File: src/rtl/sys_arr_pkg.sv
// Shared parameters and types for the systolic-array MAC driver.
// Latency: n/a (package only).
// Backpressure: n/a (package only).
package sys_arr_pkg;

  localparam int DW      = 16;
  localparam int MUL_LEN = 2;
  localparam int ADD_LEN = 2;
  localparam int LAT     = MUL_LEN + ADD_LEN;
  localparam int CW      = $clog2(MUL_LEN + ADD_LEN) + 1;

  typedef enum logic [1:0] {
    IDLE  = 2'd0,
    LOADW = 2'd1,
    RUN   = 2'd2,
    CAPT  = 2'd3
  } mac_drv_state_t;

  // Larger of two widths; used to size counters that must hold both ranges.
  function automatic int imax(input int a, input int b);
    return (a > b) ? a : b;
  endfunction

endpackage

File: src/rtl/sys_arr_mac_driver.sv
// Sequences one MAC cell: weight load, operand issue, latency wait, result capture.
// Latency: weight 1 cycle (LOADW); operand-to-out_valid LAT+2 cycles plus stall cycles.
// Backpressure: in_ready drops while a result is unpopped; stall_in freezes wt/in accept and the count.
module sys_arr_mac_driver
  import sys_arr_pkg::*;
#(
  parameter int TIMEOUT = 16
) (
  input  logic          CLK,
  input  logic          nRST,
  input  logic          wt_valid,
  output logic          wt_ready,
  input  logic [DW-1:0] wt_data,
  input  logic          in_valid,
  output logic          in_ready,
  input  logic [DW-1:0] in_data,
  input  logic [DW-1:0] in_acc,
  output logic          out_valid,
  input  logic          out_ready,
  output logic [DW-1:0] out_data,
  input  logic          stall_in,
  output logic          err,
  input  logic          clr_err,
  output logic          weight_loaded,
  output logic          mac_start,
  output logic [CW-1:0] mac_count,
  output logic [DW-1:0] mac_in_value,
  output logic          mac_shift,
  output logic [DW-1:0] mac_in_accumulate,
  output logic          mac_weight_en,
  output logic          mac_stall_sa,
  input  logic [DW-1:0] mac_out_accumulate,
  input  logic          mac_value_ready,
  input  logic [DW-1:0] mac_in_pass,
  input  logic          mac_weight_next_en
);

  // The internal counter must reach LAT+TIMEOUT; the MAC only needs to see
  // counts up to its pipeline depth, so the exported count is clipped to CW bits.
  localparam int CNTW = imax(CW, $clog2(LAT + TIMEOUT + 1));
  localparam logic [CNTW-1:0] CNT_MAX  = CNTW'(LAT + TIMEOUT);
  localparam logic [CNTW-1:0] CNT_LAT  = CNTW'(LAT);
  localparam logic [CNTW-1:0] CNT_CLIP = CNTW'((1 << CW) - 1);

  mac_drv_state_t state_q;
  logic [CNTW-1:0] cnt_q;
  logic            out_valid_q, err_q, weight_loaded_q;
  logic [DW-1:0]   out_data_q;
  logic            mac_start_q, mac_shift_q, mac_weight_en_q;
  logic [DW-1:0]   mac_in_value_q, mac_in_accumulate_q;

  logic wt_hs, in_hs, pop, run_done, run_tmo, err_d;

  // MAC monitor outputs carry no information the driver needs.
  logic unused_mac;
  assign unused_mac = ^{mac_in_pass, mac_weight_next_en};

  // Handshake and FSM decision terms.
  always_comb begin
    wt_ready = nRST && (state_q == IDLE) && !stall_in;
    in_ready = nRST && (state_q == IDLE) && weight_loaded_q && !wt_valid && !stall_in &&
               (!out_valid_q || out_ready);
    wt_hs    = wt_valid && wt_ready;
    in_hs    = in_valid && in_ready;
    pop      = out_valid_q && out_ready;
    run_done = (state_q == RUN) && !stall_in && (cnt_q >= CNT_LAT) && mac_value_ready;
    // Give up on the cycle whose increment would land on LAT+TIMEOUT.
    run_tmo  = (state_q == RUN) && !stall_in && !run_done && (cnt_q == CNT_MAX - CNTW'(1));
    // A clear wins over a same-cycle timeout.
    err_d    = clr_err ? 1'b0 : (run_tmo ? 1'b1 : err_q);
  end

  // Control FSM with registered MAC drive and result register.
  always_ff @(posedge CLK or negedge nRST) begin
    if (!nRST) begin
      state_q             <= IDLE;
      cnt_q               <= '0;
      out_valid_q         <= 1'b0;
      out_data_q          <= '0;
      err_q               <= 1'b0;
      weight_loaded_q     <= 1'b0;
      mac_start_q         <= 1'b0;
      mac_shift_q         <= 1'b0;
      mac_weight_en_q     <= 1'b0;
      mac_in_value_q      <= '0;
      mac_in_accumulate_q <= '0;
    end else begin
      err_q <= err_d;
      case (state_q)
        IDLE: begin
          // Weight has priority; in_ready is already masked by wt_valid.
          if (wt_hs) begin
            state_q         <= LOADW;
            mac_weight_en_q <= 1'b1;
            mac_shift_q     <= 1'b1;
            mac_in_value_q  <= wt_data;
          end else if (in_hs) begin
            state_q             <= RUN;
            mac_start_q         <= 1'b1;
            mac_in_value_q      <= in_data;
            mac_in_accumulate_q <= in_acc;
            cnt_q               <= '0;
          end
        end
        LOADW: begin
          state_q         <= IDLE;
          mac_weight_en_q <= 1'b0;
          mac_shift_q     <= 1'b0;
          weight_loaded_q <= 1'b1;
        end
        RUN: begin
          mac_start_q <= 1'b0;
          if (run_done) begin
            state_q <= CAPT;
          end else if (run_tmo) begin
            state_q <= IDLE;
            cnt_q   <= CNT_MAX;
          end else if (!stall_in && (cnt_q != CNT_MAX)) begin
            cnt_q <= cnt_q + CNTW'(1);
          end
        end
        CAPT: begin
          state_q <= IDLE;
        end
        default: begin
          state_q <= IDLE;
        end
      endcase
      // Capture beats a same-cycle pop so a back-to-back result is not lost.
      if (state_q == CAPT) begin
        out_valid_q <= 1'b1;
        out_data_q  <= mac_out_accumulate;
      end else if (pop) begin
        out_valid_q <= 1'b0;
      end
    end
  end

  assign out_valid         = out_valid_q;
  assign out_data          = out_data_q;
  assign err               = err_q;
  assign weight_loaded     = weight_loaded_q;
  assign mac_start         = mac_start_q;
  assign mac_shift         = mac_shift_q;
  assign mac_weight_en     = mac_weight_en_q;
  assign mac_in_value      = mac_in_value_q;
  assign mac_in_accumulate = mac_in_accumulate_q;
  assign mac_count         = (cnt_q > CNT_CLIP) ? {CW{1'b1}} : cnt_q[CW-1:0];
  assign mac_stall_sa      = nRST && stall_in;

endmodule
File: config.mk
export PLATFORM = sky130hd
export DESIGN_NAME = sys_arr_mac_driver
export DESIGN_NICKNAME = d
export VERILOG_FILES = /design/src/rtl/sys_arr_pkg.sv /design/src/rtl/sys_arr_mac_driver.sv
export SDC_FILE = /design/constraint.sdc
export NUM_CORES = 1
export LEC_CHECK = 0
export ABC_AREA = 1
export BUFFER_PORTS_ARGS = -buffer_cell sky130_fd_sc_hd__buf_2
export CORE_MARGIN = 5
export CORE_UTILIZATION = 40
export CTS_CLUSTER_SIZE = 40
export DETAILED_ROUTE_END_ITERATION = 10
export PLACE_DENSITY = 0.79
export SYNTH_ARGS = -nofsm -noshare
export SYNTH_HDL_FRONTEND = slang
export SYNTH_SLANG_ARGS = --single-unit
File: constraint.sdc
create_clock -name CLK -period 1.4 [get_ports CLK]
set_clock_uncertainty 0.1 [all_clocks]
set_input_delay 0.07 -clock CLK [delete_from_list [all_inputs] [get_ports CLK]]
set_output_delay 0.07 -clock CLK [all_outputs]
set_load 0.1 [all_outputs]
==> results of run 1 <==
-- worst max path at each step --
stage                                         start                          end  slack (ps)  cells past startpoint
after global placement        out_valid$_DFFE_PN0P_         cnt_q[0]$_DFFE_PN0P_         -90                      8
after detailed placement       cnt_q[1]$_DFFE_PN0P_         cnt_q[4]$_DFFE_PN0P_        -210                      8
after CTS                     out_valid$_DFFE_PN0P_                     in_ready        -320                      5
final                        state_q[1]$_DFFE_PN0P_  mac_in_value[4]$_DFFE_PN0P_        -320                     10
after floorplan           weight_loaded$_DFFE_PN0P_                     in_ready        -590                      2
after global routing         state_q[0]$_DFFE_PN0P_                     in_ready        -360                      5
-- area by class of cell --
type,instances,area (um^2),area share [%]
Tap cell,80,100,1.88
Multi-Input combinational cell,179,1350,25.2
Inverter,33,126,2.37
Clock inverter,4,72.6,1.36
Timing Repair Buffer,248,2030,38.0
Sequential cell,60,1510,28.4
Clock buffer,12,145,2.72
-- metrics by stage --
| step | instance area (um^2) | utilization [%] | hold WS (ps) |
|---|---|---|---|
| 4_1_cts | 4870 | 73.0 | -306 |
| 5_1_grt | 5330 | 79.8 | -284 |
| 2_1_floorplan | 2800 | - | -326 |
| 6_report | 5330 | 79.8 | -305 |
| 3_5_place_dp | 3810 | 57.0 | 51.2 |
| 3_3_place_gp | 3810 | 57.0 | 59.9 |
-- cell usage in the layout (no fill, tap or decap), types with 13 or more instances in the layout --
cell | Yosys | final
dfrtp_1 | 60 | 55
o21ai_1 | 0 | 13
a31oi_1 | 16 | 16
inv_1 | 29 | 26
nand2_2 | 4 | 19
dlygate4sd3_1 | 0 | 66
buf_4 | 1 | 26
nor2_1 | 25 | 13
buf_2 | 4 | 124
nand2_1 | 55 | 29
nand3_1 | 26 | 20
-- flip-flops by register name, indices dropped and copies added, names as in the netlist --
signal,cells
mac_weight_en,1
cnt_q,5
err,1
mac_in_value,16
mac_in_accumulate,16
state_q,2
mac_start,1
out_data,16
weight_loaded,1
out_valid,1
-- logic make-up after synthesis --
kind of cell	Yosys count	share of synthesized area [%]
adder cells (fa/ha/maj)	2	0.926
flip-flops	60	55.6
multiplexers	16	6.67
AND/OR/NAND/NOR	119	20.2
XOR/XNOR	1	0.324
buffers and inverters	45	7.41
AO/OA/AOI/OAI	41	8.85
-- cell usage after synthesis --
cell type	count	area (um^2)
a31oi_1	16	100
mux2_2	16	180
o21a_1	1	7.51
inv_2	4	15.0
buf_6	3	33.8
clkbuf_1	4	15.0
a21oi_4	1	16.3
o21ai_0	19	95.1
nand2_1	55	206
nor2_8	1	20.0
inv_1	29	109
a21oi_1	4	20.0
nand3_4	1	17.5
nor4_1	1	6.26
buf_4	1	7.51
nor2_1	25	93.8
xor2_1	1	8.76
nand3_1	26	130
or2_2	3	18.8
nor2_2	1	6.26
buf_2	4	20.0
nand2_4	2	22.5
nand2_2	4	25.0
dfrtp_1	60	1500
ha_1	2	25.0
-- timing repair --
| action | 4_1_cts | 5_1_grt |
|---|---|---|
| setup buffers | 9 | 8 |
| pin swaps | 8 | 16 |
| endpoints found under the hold margin | 78 | 28 |
| gates resized for setup | 30 | 75 |
| cloned | 0 | 7 |
| setup endpoints to repair | 43 | 63 |
-- metal layers --
| layer | vias up | track usage, % | part of all wire (%) | wire (um) |
|---|---|---|---|---|
| li1 | 1425 | - | - | - |
| met4 | 0 | 7.18 | 3.0 | 315 |
| met3 | 27 | 4.76 | 5.2 | 544 |
| met1 | 1494 | 23.2 | 37 | 3810 |
| met2 | 117 | 40.4 | 55 | 5760 |
| met5 | - | 0 | 0 | 0 |
==> summary.md, run 1 <==
| Metric | Value |
|---|---|
| Synthesized flop and latch total | `60` |
| Largest stage delay, worst path | `about 400 ps` |
| Top cell family by delay on the critical path | `buffers and inverters` |
| RSZ-0062 raised after global routing | `true` |
| Via count | `~3100` |
| Starting Density | `40.4%` |
| Starting DRC count in detailed routing | `a little over 100` |
| Most frequent CP cell | `nand2_8` |
| Hold_buf cts | `66` |
| Root Buffer | `clkbuf_8` |
| Slew Limit Headroom | `about 66%` |
| Die X | `just over 90 um` |
| WP buf/inv | `4` |
| Failing checks | `negative hold slack, negative setup slack` |
| Worst-path clk slew | `80 ps` |
| Largest net degree at the start of global routing | `33` |
| CORE AREA | `6680 um^2` |
| Net Count, Synth | `between 300 and 400` |
| Antenna violations before repair | `0` |
| Die Height | `between 90 and 100 um` |
| Area Growth Syn to Fin | `97.3%` |
| NumNets Final | `roughly 620` |
| Clock tree sinks | `60` |
| Synth Warn # | `0` |
| R2r startpoint | `state_q[1]$_DFFE_PN0P_` |
| Setup WS pre-CTS | `-205 ps` |
| Total track usage | `roughly a fifth` |
| First-pass GRT wire length | `~14000 um` |
| WL/cell | `roughly 17 um` |
| CP required | `between 1500 and 2000 ps` |
| Drt drc | `0` |
| Min cycle time layout | `around 1700 ps` |
| Cell area after synthesis | `between 2000 and 3000 um^2` |
| Via/cell ratio | `~5.0` |
| # H-tree levels | `3` |
| CP max-delay cell | `dfrtp_1` |
| Register area share after synthesis | `a little under three fifths` |
| Gr ovfl total | `0` |
| CP max FO | `8` |
| Min Hold Slack | `-305 ps` |
| Vias in the first global route | `a little over 3000` |
| Routed Wire Length | `between 10000 and 15000 um` |
| Placed cells | `slightly above 500` |
| I/O pin count | `149` |
| CTS max path bufs | `2` |
| Flop-to-flop setup slack | `-320 ps` |
| Inserted Diodes | `0` |
| Antenna Nets Post-Route | `0` |
| Die ar. | `approximately 8500 um^2` |
| Cell variety after synth | `25` |
| Fin crit share | `123%` |
| Rows | `30` |
| Syn Inst Count | `about 280` |
| Crit-path cells | `inv_2, nand2_4, buf_4, nor2_8, buf_6, nand2_8, nand2_8, buf_8, nor2_2, a31oi_1` |
| GPL Wtd Cong | `0.839` |
| Worst Path Arrival | `between 1500 and 2000 ps` |
| Endpoints failing hold | `28` |
| Critical Path Start Type | `flip-flop` |
| TritonCTS clock tree | `yes` |
| Drt pass-1 iters | `4` |
| Setup-failing EPs final | `55` |
| Final HPWL DP | `around 5500 um` |
| Port Buffers | `roughly 130` |
| RR Endpoint | `mac_in_value[4]$_DFFE_PN0P_` |
| Clock latency on the worst-skew pair | `~330 ps` |
| Fin worst setup slack | `-315 ps` |
| CTS Buf Count | `9` |
| Syn Area/Cell | `9.51 um^2` |
| Filler cells | `between 300 and 400` |
| CP endpoint kind | `flip-flop` |
| Maxcap violations | `0` |
| Layout cell share with drive strength beyond 1 | `around 54%` |
| Slew Limit Fails | `0` |
| Non-filler cells, final | `slightly above 600` |
| Status | `complete, but fails checks` |
| Setup CP Type | `reg2reg` |
| Worst reg-to-reg path cell count | `10` |
| Hold Crit Class | `in2async` |
| F_max | `around 0.6 GHz` |
| Fin Setup TNS | `-8590 ps` |
| Least-Margin Pin Slew | `510 ps` |
Power of run 1 is not shown: default switching activity piles up to over one toggle a cycle in this logic, so the estimate is an artifact.
==> inputs of run 2 (changes only) <==
--- a/config.mk
+++ b/config.mk
@@ -8,10 +8,11 @@
 export ABC_AREA = 1
 export BUFFER_PORTS_ARGS = -buffer_cell sky130_fd_sc_hd__buf_2
 export CORE_MARGIN = 5
-export CORE_UTILIZATION = 40
+export CORE_UTILIZATION = 41
+export CTS_BUF_LIST = sky130_fd_sc_hd__clkbuf_4 sky130_fd_sc_hd__clkbuf_8
 export CTS_CLUSTER_SIZE = 40
 export DETAILED_ROUTE_END_ITERATION = 10
-export PLACE_DENSITY = 0.79
+export PLACE_DENSITY = 0.81
 export SYNTH_ARGS = -nofsm -noshare
 export SYNTH_HDL_FRONTEND = slang
 export SYNTH_SLANG_ARGS = --single-unit
==> summary.md, run 2 (synthesized netlist as in run 1, its figures left out) <==
| Metric | Value |
|---|---|
| Antenna violations before repair | `0 (unchanged)` |
| Critical Path Start Type | `flip-flop` |
| Fin worst setup slack | `-333 ps (-17.4 ps)` |
| NumNets Final | `619 (-0.48%)` |
| Via/cell ratio | `5.03 (+1.1%)` |
| Layout cell share with drive strength beyond 1 | `52.5% (-1.9 points)` |
| GPL Wtd Cong | `0.792 (-5.6%)` |
| Die Height | `91.2 um (-1.1%)` |
| Clock tree sinks | `60 (unchanged)` |
| Area Growth Syn to Fin | `94.3%` |
| Least-Margin Pin Slew | `983 ps (+473 ps)` |
| Slew Limit Headroom | `34.5% (-32 points)` |
| I/O pin count | `149 (unchanged)` |
| Antenna Nets Post-Route | `0 (unchanged)` |
| Drt drc | `0 (unchanged)` |
| Setup CP Type | `reg2out` |
| Drt pass-1 iters | `5 (+1)` |
| Min Hold Slack | `108 ps (+413 ps)` |
| Port Buffers | `131 (unchanged)` |
| # H-tree levels | `3 (unchanged)` |
| Hold Crit Class | `in2reg` |
| Failing checks | `negative setup slack` |
| Commonest non-fill, non-tap cells in the layout | `124 x buf_2, 67 x dlygate4sd3_1, 55 x dfrtp_1` |
| Maxcap violations | `0 (unchanged)` |
| Routed Wire Length | `10500 um (+0.35%)` |
| Hold Crit Start | `stall_in` |
| Starting Density | `42.3% (+1.9 points)` |
| Via count | `3068 (+0.16%)` |
| RSZ-0062 raised after global routing | `true` |
| Vias in the first global route | `3329 (+7.3%)` |
| CTS Buf Count | `9 (unchanged)` |
| First-pass GRT wire length | `16300 um (+13%)` |
| Root Buffer | `clkbuf_8` |
| R2r startpoint | `out_valid$_DFFE_PN0P_` |
| CTS max path bufs | `2 (unchanged)` |
| WL/cell | `17.2 um (+1.3%)` |
| FF/Latch Area | `1510 um^2 (unchanged)` |
| Setup-failing EPs final | `47 (-15%)` |
| F_max | `0.577 GHz (-1.0%)` |
| Final HPWL DP | `5510 um (+0.92%)` |
| Worst-path clk slew | `70 ps (about the same)` |
| Largest net degree at the start of global routing | `41 (+24%)` |
| Slew Limit Fails | `0 (unchanged)` |
| CORE AREA | `6390 um^2 (-4.4%)` |
| Area of the multi-input gates | `1340 um^2 (-0.28%)` |
| Fin crit share | `124% (+1.2 points)` |
| Die ar. | `8310 um^2 (-2.2%)` |
| Filler cells | `359 (-4.0%)` |
| Inserted Diodes | `0 (unchanged)` |
| CP endpoint kind | `output port` |
| Rows | `29 (-3.3%)` |
| Worst Setup SP | `out_valid$_DFFE_PN0P_` |
| Total track usage | `23.9% (+2.6 points)` |
| Clock latency on the worst-skew pair | `330 ps (about the same)` |
| Worst Path Arrival | `1560 ps (-290 ps)` |
| Status | `complete, but fails checks` |
| Min cycle time layout | `1730 ps (+17.4 ps)` |
| Endpoints failing hold | `0 (-100%)` |
| Starting DRC count in detailed routing | `96 (-5.0%)` |
| CP required | `1230 ps (-300 ps)` |
| Gr ovfl total | `0 (unchanged)` |
| Most common cell after layout, fill and taps aside | `buf_2` |
| Die X | `91.2 um (-1.1%)` |
| CP max FO | `2 (-6)` |
| TritonCTS clock tree | `yes` |
==> run 2: changes by cell type in the layout (fill, tap and decap cells not counted), sizes merged <==
cell / previous run / this run
clkbuf: 18 / 13
dlygate4sd3: 66 / 67
dlymetal6s4s: 0 / 1
==> run 2: worst max-delay path: stages (launching register included) <==
cell	delay, ps
dfrtp_4	490
inv_4	70
nor2_4	40
buf_6	110
nor4_4	310
buf_12	220
==> run 2: final timing paths <==
| check | endpoint | slack (ps) | cells past startpoint |
|---|---|---|---|
| worst max-delay path | in_ready | -330 | 5 |
| worst min-delay path | err$_DFFE_PN0P_ | 110 | 5 |
| worst max register to register | cnt_q[3]$_DFFE_PN0P_ | -320 | 9 |
| worst min register to register | mac_in_accumulate[7]$_DFFE_PN0P_ | 390 | 2 |
| max in group asynchronous | mac_weight_en$_DFFE_PN0P_ | 320 | 4 |
| min in group asynchronous | mac_in_value[0]$_DFFE_PN0P_ | 130 | 3 |
==> run 2: per-stage QoR <==
step,instances,TNS [ps],utilization [%],cell area (um^2),setup slack (ps)
global placement,511,-1300,59.8,3820,-109
detailed placement,511,-2720,59.8,3820,-217
global route,610,-14490,82.2,5250,-425
floorplan,284,-8960,-,2800,-585
CTS,609,-9690,79.6,5080,-332
finish,610,-10550,82.2,5250,-333
==> run 2: repair_timing <==
item / 4_1_cts / 5_1_grt
endpoints found under the hold margin: 70 / 0
endpoints found under the setup margin: 35 / 68
gates resized for setup: 42 / 54
hold buffers: 68 / 0
pin swaps: 13 / 8
cloned: 4 / 1
buffers inserted: 10 / 4
==> run 2: cell type report <==
cell class | count | share of cell area [%]
sequential | 60 | 28.8
tap | 77 | 1.84
timing repair buffer | 245 | 37.1
clock buffer | 12 | 2.91
multi-input combinational | 179 | 25.5
inverter | 33 | 2.41
clock inverter | 4 | 1.38
==> run 2: layer usage <==
layer | global-route usage, % | routed length, um | vias up
li1 | - | - | 1410
met1 | 27.4 | 3910 | 1513
met2 | 43.6 | 5720 | 127
met3 | 5.95 | 651 | 18
met4 | 7.58 | 192 | 0
met5 | 0 | 0 | -
Power of run 2 is left out for the same reason.
==> inputs of run 3 (changes only) <==
--- a/config.mk
+++ b/config.mk
@@ -13,6 +13,8 @@
 export CTS_CLUSTER_SIZE = 40
 export DETAILED_ROUTE_END_ITERATION = 10
 export PLACE_DENSITY = 0.81
+export RECOVER_POWER = 50
+export SKIP_LAST_GASP = 1
 export SYNTH_ARGS = -nofsm -noshare
 export SYNTH_HDL_FRONTEND = slang
 export SYNTH_SLANG_ARGS = --single-unit
==> summary.md, run 3 (synthesized netlist as in run 1, its figures left out) <==
| Metric | Value |
|---|---|
| Status | `complete, but fails checks` |
| Failing checks | `negative setup slack` |
| Met2 Use GR | `43.9% (+0.30 points)` |
| Antenna Nets Post-Route | `0 (unchanged)` |
| First-pass GRT wire length | `16200 um (-0.67%)` |
| Inserted Diodes | `0 (unchanged)` |
| Endpoints failing hold | `0 (unchanged)` |
| Final Util | `80.6% (-1.6 points)` |
| Flop-to-flop setup slack | `-300 ps (+20 ps)` |
| CP max FO | `2 (unchanged)` |
| Die X | `91.2 um (unchanged)` |
| Area of the multi-input gates | `1270 um^2 (-4.9%)` |
| F_max | `0.582 GHz (+0.80%)` |
| Placed cells | `511 (unchanged)` |
| TritonCTS clock tree | `yes` |
| Filler cells | `378 (+5.3%)` |
| Starting Density | `42.3% (unchanged)` |
| Drt pass-1 iters | `4 (-1)` |
| CORE AREA | `6390 um^2 (unchanged)` |
| Port Buffers | `131 (unchanged)` |
| Worst Path Arrival | `1550 ps (about the same)` |
| CTS Buf Count | `9 (unchanged)` |
| Via count | `3051 (-0.55%)` |
| # H-tree levels | `3 (unchanged)` |
| Starting DRC count in detailed routing | `88 (-8.3%)` |
| Clock latency on the worst-skew pair | `330 ps (about the same)` |
| Total track usage | `23.9% (-0.079 points)` |
| Rows | `29 (unchanged)` |
| Fin Setup TNS | `-9920 ps (+632 ps)` |
| Antenna violations before repair | `0 (unchanged)` |
| Met1 Usage GRT | `26.8% (-0.56 points)` |
| Critical Path Start Type | `flip-flop` |
| Non-filler cells, final | `610 (unchanged)` |
| Setup-failing EPs final | `52 (+11%)` |
| Slew Limit Headroom | `24.0% (-10 points)` |
| WL/cell | `16.5 um (-3.6%)` |
| CP endpoint kind | `output port` |
| Gr ovfl total | `0 (unchanged)` |
| Slew Limit Fails | `0 (unchanged)` |
| CP required | `1230 ps (about the same)` |
| Clock tree sinks | `60 (unchanged)` |
| RSZ-0062 raised after global routing | `true` |
| I/O pin count | `149 (unchanged)` |
| FF/Latch Area | `1510 um^2 (unchanged)` |
| Fin worst setup slack | `-319 ps (+13.8 ps)` |
| CTS max path bufs | `2 (unchanged)` |
| Min cycle time layout | `1720 ps (-13.8 ps)` |
| Via/cell ratio | `5.00 (-0.55%)` |
| Met3 usage | `5.95% (unchanged)` |
| CP max-delay cell | `dfrtp_4` |
| Layout cell share with drive strength beyond 1 | `52.5% (unchanged)` |
| Commonest non-fill, non-tap cells in the layout | `123 x buf_2, 67 x dlygate4sd3_1, 55 x dfrtp_1` |
| NumNets Final | `619 (unchanged)` |
| Crit-path cells | `inv_4, nor2_4, buf_6, nor4_4, buf_12` |
| Area Growth Syn to Fin | `90.5%` |
| Worst reg-to-reg path cell count | `9 (unchanged)` |
| Die Height | `91.2 um (unchanged)` |
| Die ar. | `8310 um^2 (unchanged)` |
| Drt drc | `0 (unchanged)` |
| Hold Crit Class | `in2reg` |
| Routed Wire Length | `10100 um (-3.6%)` |
| Maxcap violations | `0 (unchanged)` |
| Hold Path Depth | `6 (+1)` |
| Setup CP Type | `reg2out` |
| Least-Margin Pin Slew | `1140 ps (+157 ps)` |
| Largest net degree at the start of global routing | `41 (unchanged)` |
| Root Buffer | `clkbuf_8` |
| Global route hottest layer | `met2` |
| GPL Wtd Cong | `0.792 (unchanged)` |
| Min Hold Slack | `105 ps (-2.58 ps)` |
| Worst-path clk slew | `70 ps (about the same)` |
| Most common cell after layout, fill and taps aside | `buf_2` |
| Vias in the first global route | `3318 (-0.33%)` |
| Fin crit share | `123% (-0.98 points)` |
| Largest stage delay, worst path | `490 ps (about the same)` |
| Final HPWL DP | `5510 um (unchanged)` |
-- run 3: changes by cell type in the layout (fill, tap and decap cells not counted), sizes merged --
cell / previous run / this run
clkbuf: 13 / 17
dlymetal6s4s: 1 / 0
buf: 176 / 173
-- run 3: cell type report --
class | count | area share [%]
Timing Repair Buffer | 245 | 37.1
Sequential cell | 60 | 29.4
Clock inverter | 4 | 1.41
Multi-Input combinational cell | 179 | 24.8
Clock buffer | 12 | 2.97
Inverter | 33 | 2.46
Tap cell | 77 | 1.87
-- run 3: worst paths after layout --
path,start,end
worst max-delay path,out_valid$_DFFE_PN0P_,in_ready
worst min-delay path,stall_in,state_q[0]$_DFFE_PN0P_
worst max register to register,out_valid$_DFFE_PN0P_,cnt_q[3]$_DFFE_PN0P_
worst min register to register,mac_in_accumulate[7]$_DFFE_PN0P_,mac_in_accumulate[7]$_DFFE_PN0P_
max in group asynchronous,nRST,weight_loaded$_DFFE_PN0P_
min in group asynchronous,nRST,mac_in_value[0]$_DFFE_PN0P_
-- run 3: worst max-delay path, delay by kind of cell, from the launching register on --
family / cells / cell delay, ps
buffers and inverters: 3 / 390
flip-flops: 1 / 490
AND/OR/NAND/NOR: 2 / 350
-- run 3: routing by layer --
layer | part of all wire, % | up-vias | wire, um
met1 | 36 | 1467 | 3630
li1 | - | 1411 | -
met3 | 7.3 | 25 | 740
met2 | 55 | 148 | 5510
met4 | 2.1 | 0 | 209
met5 | 0 | - | 0
-- run 3: metrics by stage --
stage                     worst slack (ps)  instance area (um^2)
after global placement                -109                  3820
after detailed placement              -217                  3820
after global routing                  -403                  5150
final                                 -319                  5150
after floorplan                       -585                  2800
after CTS                             -332                  5080
-- run 3: what timing repair did --
action,4_1_cts,5_1_grt
buffers inserted,10,4
cloned,4,1
resized for setup,40,39
setup endpoints to repair,35,68
endpoints found under the hold margin,70,0
hold buffers,68,0
pin swaps,12,9
Power of run 3 is left out for the same reason.
